### src/rtl/ascon_msg_sequencer.sv
// ascon_msg_sequencer
//   Drives an ASCON128 core from an upstream valid/ready block stream. It
//   raises start, waits for the core's init permutation, then feeds the
//   associated-data blocks followed by the plaintext blocks as single-cycle
//   data_valid pulses. Consecutive pulses are at least BLOCK_GAP cycles apart.
//   Cipher blocks from the core are held in a one-entry buffer for a
//   downstream valid/ready consumer. The tag is captured when the core
//   signals end.
//
//   Optional build macro: ASCON_SEQ_WATCHDOG_EN. When it is defined, a
//   watchdog aborts a stalled message and raises error_o.
//
// Ports
//   clock_i, reset_i      clock, synchronous active-high reset
//   go_i                  start one message (sampled in IDLE only)
//   ad_len_i, pt_len_i    AD / PT block counts, latched on go_i
//   in_data_i/valid/ready upstream padded blocks
//   start_o, data_o, data_valid_o           to the core
//   cipher_i, cipher_valid_i, tag_i, end_i  from the core
//   out_data_o/valid/ready                  buffered cipher blocks downstream
//   tag_o                 tag captured on end_i
//   done_o                one-cycle pulse when a message completes
//   busy_o                high whenever the sequencer is not idle
//   overflow_o            sticky; a cipher block was dropped because the buffer was full
//   error_o               sticky watchdog timeout (0 without the macro)
module ascon_msg_sequencer #(
  parameter int DATA_W         = 64,
  parameter int LEN_W          = 4,
  parameter int INIT_WAIT      = 18,
  parameter int BLOCK_GAP      = 11,
  parameter int TIMEOUT_CYCLES = 255
) (
  input  logic              clock_i,
  input  logic              reset_i,
  input  logic              go_i,
  input  logic [LEN_W-1:0]  ad_len_i,
  input  logic [LEN_W-1:0]  pt_len_i,
  input  logic [DATA_W-1:0] in_data_i,
  input  logic              in_valid_i,
  output logic              in_ready_o,
  output logic              start_o,
  output logic [DATA_W-1:0] data_o,
  output logic              data_valid_o,
  input  logic [DATA_W-1:0] cipher_i,
  input  logic              cipher_valid_i,
  input  logic [127:0]      tag_i,
  input  logic              end_i,
  output logic [DATA_W-1:0] out_data_o,
  output logic              out_valid_o,
  input  logic              out_ready_i,
  output logic [127:0]      tag_o,
  output logic              done_o,
  output logic              busy_o,
  output logic              overflow_o,
  output logic              error_o
);

  localparam int MAX_A    = (INIT_WAIT > BLOCK_GAP) ? INIT_WAIT : BLOCK_GAP;
  localparam int MAX_WAIT = (MAX_A > TIMEOUT_CYCLES) ? MAX_A : TIMEOUT_CYCLES;
  localparam int CNT_W    = $clog2(MAX_WAIT + 1);

  // A wait state lasts N-1 cycles. The following SEND cycle supplies the
  // remaining cycle, so a pulse comes exactly N cycles after the previous
  // event when upstream data is already waiting.
  localparam logic [CNT_W-1:0] INIT_LAST = CNT_W'(INIT_WAIT - 2);
  localparam logic [CNT_W-1:0] GAP_LAST  = CNT_W'(BLOCK_GAP - 2);

  typedef enum logic [2:0] {
    S_IDLE, S_INIT, S_AD_SEND, S_AD_GAP, S_PT_SEND, S_PT_GAP, S_FINAL
  } state_t;

  state_t              state_q;
  logic [CNT_W-1:0]    cnt_q;
  logic [LEN_W-1:0]    ad_cnt_q;
  logic [LEN_W-1:0]    pt_cnt_q;
  logic                start_q;
  logic [DATA_W-1:0]   data_q;
  logic                data_valid_q;
  logic [127:0]        tag_q;
  logic                done_q;
  logic [DATA_W-1:0]   out_data_q;
  logic                out_valid_q;
  logic                overflow_q;
  logic                in_xfer;

  // A PT block is accepted only while the output buffer is empty. This
  // keeps at most one cipher block in flight when the consumer stalls.
  assign in_ready_o = (state_q == S_AD_SEND) ||
                      ((state_q == S_PT_SEND) && !out_valid_q);
  assign in_xfer    = in_valid_i && in_ready_o;

`ifdef ASCON_SEQ_WATCHDOG_EN
  logic [CNT_W-1:0] wd_q;
  logic             error_q;
  logic             wd_activity;
  assign wd_activity = in_xfer || data_valid_q || end_i;
  assign error_o     = error_q;
`else
  assign error_o     = 1'b0;
`endif

  always_ff @(posedge clock_i) begin
    if (reset_i) begin
      state_q      <= S_IDLE;
      cnt_q        <= '0;
      ad_cnt_q     <= '0;
      pt_cnt_q     <= '0;
      start_q      <= 1'b0;
      data_q       <= '0;
      data_valid_q <= 1'b0;
      tag_q        <= '0;
      done_q       <= 1'b0;
`ifdef ASCON_SEQ_WATCHDOG_EN
      wd_q         <= '0;
      error_q      <= 1'b0;
`endif
    end else begin
      data_valid_q <= 1'b0;
      done_q       <= 1'b0;
      case (state_q)
        S_IDLE: begin
          if (go_i) begin
            ad_cnt_q <= ad_len_i;
            pt_cnt_q <= pt_len_i;
            cnt_q    <= '0;
            start_q  <= 1'b1;
            state_q  <= S_INIT;
          end
        end
        S_INIT: begin
          if (cnt_q == INIT_LAST) begin
            cnt_q <= '0;
            if (ad_cnt_q != '0) begin
              state_q <= S_AD_SEND;
            end else if (pt_cnt_q != '0) begin
              state_q <= S_PT_SEND;
            end else begin
              start_q <= 1'b0;
              state_q <= S_FINAL;
            end
          end else begin
            cnt_q <= cnt_q + 1'b1;
          end
        end
        S_AD_SEND, S_PT_SEND: begin
          // start is held only through the first SEND cycle after INIT.
          start_q <= 1'b0;
          if (in_xfer) begin
            data_q       <= in_data_i;
            data_valid_q <= 1'b1;
            cnt_q        <= '0;
            if (state_q == S_AD_SEND) begin
              if (ad_cnt_q != '0) ad_cnt_q <= ad_cnt_q - 1'b1;
              state_q <= S_AD_GAP;
            end else begin
              if (pt_cnt_q != '0) pt_cnt_q <= pt_cnt_q - 1'b1;
              state_q <= S_PT_GAP;
            end
          end
        end
        S_AD_GAP, S_PT_GAP: begin
          if (cnt_q == GAP_LAST) begin
            cnt_q <= '0;
            if ((state_q == S_AD_GAP) && (ad_cnt_q != '0)) begin
              state_q <= S_AD_SEND;
            end else if (pt_cnt_q != '0) begin
              state_q <= S_PT_SEND;
            end else begin
              state_q <= S_FINAL;
            end
          end else begin
            cnt_q <= cnt_q + 1'b1;
          end
        end
        S_FINAL: begin
          if (end_i) begin
            tag_q   <= tag_i;
            done_q  <= 1'b1;
            state_q <= S_IDLE;
          end
        end
        default: state_q <= S_IDLE;
      endcase
`ifdef ASCON_SEQ_WATCHDOG_EN
      // These assignments come after the case statement, so a timeout
      // overrides whatever the FSM would otherwise do in that cycle.
      if (state_q == S_IDLE || wd_activity) begin
        wd_q <= '0;
      end else if (wd_q == CNT_W'(TIMEOUT_CYCLES - 1)) begin
        wd_q    <= '0;
        error_q <= 1'b1;
        start_q <= 1'b0;
        state_q <= S_IDLE;
      end else begin
        wd_q <= wd_q + 1'b1;
      end
`endif
    end
  end

  // One-entry cipher buffer. It runs independently of the FSM, so it
  // accepts a block whenever it is empty or being drained in the same cycle.
  always_ff @(posedge clock_i) begin
    if (reset_i) begin
      out_data_q  <= '0;
      out_valid_q <= 1'b0;
      overflow_q  <= 1'b0;
    end else begin
      if (cipher_valid_i && (!out_valid_q || out_ready_i)) begin
        out_data_q  <= cipher_i;
        out_valid_q <= 1'b1;
      end else begin
        if (out_valid_q && out_ready_i) out_valid_q <= 1'b0;
        if (cipher_valid_i) overflow_q <= 1'b1;
      end
    end
  end

  assign start_o      = start_q;
  assign data_o       = data_q;
  assign data_valid_o = data_valid_q;
  assign tag_o        = tag_q;
  assign done_o       = done_q;
  assign busy_o       = (state_q != S_IDLE);
  assign out_data_o   = out_data_q;
  assign out_valid_o  = out_valid_q;
  assign overflow_o   = overflow_q;

endmodule

### config.mk
export PLATFORM = sky130hd
export DESIGN_NAME = ascon_msg_sequencer
export DESIGN_NICKNAME = d
export VERILOG_FILES = /design/src/rtl/ascon_msg_sequencer.sv
export SDC_FILE = /design/constraint.sdc
export NUM_CORES = 1
export LEC_CHECK = 0
export CORE_AREA = 5 5 204 206
export DETAILED_ROUTE_END_ITERATION = 8
export DIE_AREA = 0 0 209 211
export GPL_TIMING_DRIVEN = 0
export PLACE_DENSITY = 0.68
export REMOVE_ABC_BUFFERS = 1
export SETUP_SLACK_MARGIN = 0.5
export SLEW_MARGIN = 20
export SYNTH_ARGS = -nofsm -noshare
export SYNTH_HDL_FRONTEND = slang
export SYNTH_SLANG_ARGS = --single-unit
### constraint.sdc
create_clock -name clock_i -period 3.57 [get_ports clock_i]
set_input_delay 0.5355 -clock clock_i [delete_from_list [all_inputs] [get_ports clock_i]]
set_output_delay 0.5355 -clock clock_i [all_outputs]
set_load 0.005 [all_outputs]
==> impl_metrics.csv <==
group,metric,value,unit
clock_network,insertion_delay,0.52,ns
place,place.gp.congestion,0.906,
critical_path,r2r-end,"tag_o[31]$_SDFFE_PP0P_",
yosys,synth_edf_count,0,
route,wire_per_inst,16.1,um
critical_path,cp_common_cell,"buf_4",
route,drtPass1Iterations,6,
critical_path,cp.arrival,3.29,ns
yosys,syn_inst,1298,
critical_path,cp-endpoint,"tag_o[31]$_SDFFE_PP0P_",
run,maxCapViolCount,0,
floorplan,ios,535,
power,switching_share,27.2,%
timing,setup_viol,0,
global_routing,grt_pass1_vias,10300,
yosys,syn_area,10100,um2
yosys,ys.warnings.count,0,
clock_network,cts.htree.levels,2,
final_layout,fin_nets,2076,
power,pwr-share-comb,19.3,%
timing,fin_skew,0.0194,ns
yosys,async_flop_share,0,%
timing,min_period_over_period,80.1,%
hold_path,hold_path_class,"in2reg",
critical_path,crit_type,"reg2reg",
clock_network,clkSinkCount,280,
floorplan,core,39500,um2
clock_network,clk_pin_slew_worst_paths,0.06,ns
critical_path,path_max_fanout,19,
clock_network,cts_root_buf,"clkbuf_16",
yosys,synthFlopType,"dfxtp_1",
yosys,yosys.area.top_type,"dfxtp_1",
place,io_buffer_count,533,
critical_path,r2r_setup_slack,0.71,ns
clock_network,clk_path_buf_depth,3,
floorplan,row_count,73,
yosys,ys_types,50,
route,drc,0,
final_layout,drive_gt1_share,5.05,%
route,antenna_left,0,
yosys,synth_top_area_share,55.5,%
critical_path,critPathLaunch,"state_q[2]$_SDFFE_PP0P_",
critical_path,crit_path_end_kind,"flop",
final_layout,diodes,0,
timing,tightest_slew,0.737,ns
critical_path,start_kind,"flop",
global_routing,grt_max_degree,128,
power,p_leak,5.93,nW
timing,whs,0.363,ns
yosys,yosysMostFrequentCell,"nand2_1",
place,dpl.hpwl,28.1,mm
run_status,run_status,"complete, no violations",
global_routing,grt_usage,15.9,%
power,power_density,488,nW/um2
critical_path,worstPathRequired,4.00,ns
clock_network,cts_tree,"yes",
global_routing,grt_antenna_before_repair,4,
timing,hold_violations,0,
yosys,synth_common_cells,"nand2_1 (533), dfxtp_1 (280), a21oi_1 (271)",
critical_path,crit_path_max_incr_delay,0.45,ns
yosys,ys_seq_area_share,55.5,%
timing,post-route-min-period,2.86,ns
power,ir_worst_vdd,343,uV
floorplan,die_h,211,um
route,drt-initial-drc-count,521,
power,seqPwrFrac,41.9,%
floorplan,initial_utilization,25.6,%
critical_path,crit_buf_inv,8,
critical_path,timing.rr.start,"state_q[2]$_SDFFE_PP0P_",
timing,rsz0062_at_grt,"no",
critical_path,critPathTopFamily,"buffers and inverters",
floorplan,die_width,209,um
global_routing,grt_pass1_wl,56.5,mm
route,via_per_inst,4.51,
clock_network,cts_inserted_buffers,34,
critical_path,ff2ff_path_depth,12,
power,internal-power,0.00610,W
timing,max_freq,0.350,GHz
floorplan,dieArea,44100,um2
route,via_count,10600,
timing,final_max_slew_viol_count,0,
power,power_switching,0.00228,W
critical_path,cpMaxStageDelayCell,"dfxtp_4",
critical_path,cp.depth,12,
timing,fin_setup_tns,0,ns
yosys,ys_ff_latch,280,
yosys,synthTopCellsByArea,"dfxtp_1 (55%), nand2_1 (20%), a21oi_1 (13%)",
yosys,avgSynthCellArea,7.79,um2
final_layout,area_delta_synth_final,69.9,%
power,p_clk_share,38.8,%
global_routing,grt_overflow_total,0,
critical_path,crit_chain,"nand2_1, nor3b_4, buf_6, buf_4, buf_4, buf_4, buf_6, buf_4, buf_4, buf_4, nand2_1, a21oi_1",
route,routed_wl,37.8,mm
timing,relSlewSlack,50.9,%
logic make-up (layout without fill, tap and decap cells):
kind of cell / Yosys count / in the layout / share of synthesized area (%)
AOI/OAI and AO/OA: 310 / 310 / 16.2
xor gates and xnor gates: 1 / 1 / 0.0867
adders and majority gates: 5 / 5 / 0.619
buffers and inverters: 102 / 626 / 3.92
DFF: 280 / 280 / 55.5
muxes: 3 / 3 / 0.297
other: 1 / 1 / 0.0371
and+or+nand+nor: 596 / 596 / 23.4
placed cells by master, fill, tap and decap left out, types with 3 or more instances in the layout:
master,count
nand2_1,532
buf_16,4
a21o_1,4
clkinvlp_4,3
or3_1,3
inv_6,3
nand2b_1,6
buf_6,10
mux2i_1,3
clkbuf_16,35
clkbuf_8,5
nand3_1,6
nand3b_1,5
a31oi_1,6
buf_4,10
a211oi_1,4
clkinv_2,5
inv_1,8
dfxtp_1,278
ha_1,5
clkbuf_1,6
a21oi_1,270
clkdlybuf4s50_1,532
nor3_1,5
nor2b_1,3
nor2_1,18
o21ai_0,6
worst reg2reg max path, cell delays in order (launching register included):
cell and delay, ns:
dfxtp_4 0.45, nand2_1 0.18, nor3b_4 0.24, buf_6 0.20, buf_4 0.22, buf_4 0.21
buf_4 0.20, buf_6 0.17, buf_4 0.20, buf_4 0.21, buf_4 0.21, nand2_1 0.15
a21oi_1 0.14
power groups by stage:
stage,clock network [W],logic [W],registers (W)
finish,0.00325,0.00162,0.00351
global route,0.00350,0.00178,0.00354
CTS,0.00338,0.00163,0.00350
detailed placement,0,0.00161,0.00357
global placement,0,0.00159,0.00356
floorplan,0,0.000644,0.00355
sequential cells by signal, indices dropped and copies added (netlist names):
signal,flops
state_q,3
data_valid_o,1
done_o,1
out_valid_o,1
tag_o,128
ad_cnt_q,4
start_o,1
data_o,64
out_data_o,64
overflow_o,1
cnt_q,8
pt_cnt_q,4
area by class of cell:
cell class,instances,area (um2)
clock buffer,46,967
multi-input combinational,916,4150
tap,525,657
fill,3864,22300
timing repair buffer,560,5680
clock inverter,12,82.6
inverter,8,30.0
sequential,280,5610
metrics by stage:
step	instances	cell area (um2)	setup slack, ns	utilization [%]	total power, W
floorplan	1204	9740	-4.37	-	0.00420
global placement	2262	15700	-11.43	39.9	0.00515
detailed placement	2287	16100	-0.165	40.8	0.00518
CTS	2346	17200	0.621	43.5	0.00851
global route	2347	17200	0.549	43.5	0.00881
finish	2347	17200	0.709	43.5	0.00838
layer usage:
layer / vias to the layer above / share of wire, % / GRT usage [%]
li1: 5237 / - / -
met1: 4837 / 39 / 17.2
met2: 407 / 48 / 27.4
met3: 89 / 9.7 / 6.97
met4: 8 / 3.7 / 5.94
met5: - / 0.17 / 0
how the worst min path moves through the flow:
| stage | to | cells after the start | from |
|---|---|---|---|
| 2_1_floorplan | pt_cnt_q[3]$_SDFFE_PP0P_ | 2 | pt_cnt_q[3]$_SDFFE_PP0P_ |
| 3_3_place_gp | tag_o[49]$_SDFFE_PP0P_ | 2 | tag_o[49]$_SDFFE_PP0P_ |
| 3_5_place_dp | tag_o[49]$_SDFFE_PP0P_ | 2 | tag_o[49]$_SDFFE_PP0P_ |
| 4_1_cts | tag_o[122]$_SDFFE_PP0P_ | 2 | reset_i |
| 5_1_grt | tag_o[122]$_SDFFE_PP0P_ | 2 | reset_i |
| 6_report | tag_o[122]$_SDFFE_PP0P_ | 2 | reset_i |
timing repair:
| item | CTS | global route |
|---|---|---|
| setup buffers | 1 | 0 |
| endpoints found under the setup margin | 63 | 2 |
| pin swaps | 1 | 0 |
| gates resized for setup | 4 | 2 |
| hold buffers | 0 | 0 |
(Power assumes the default switching activity.)
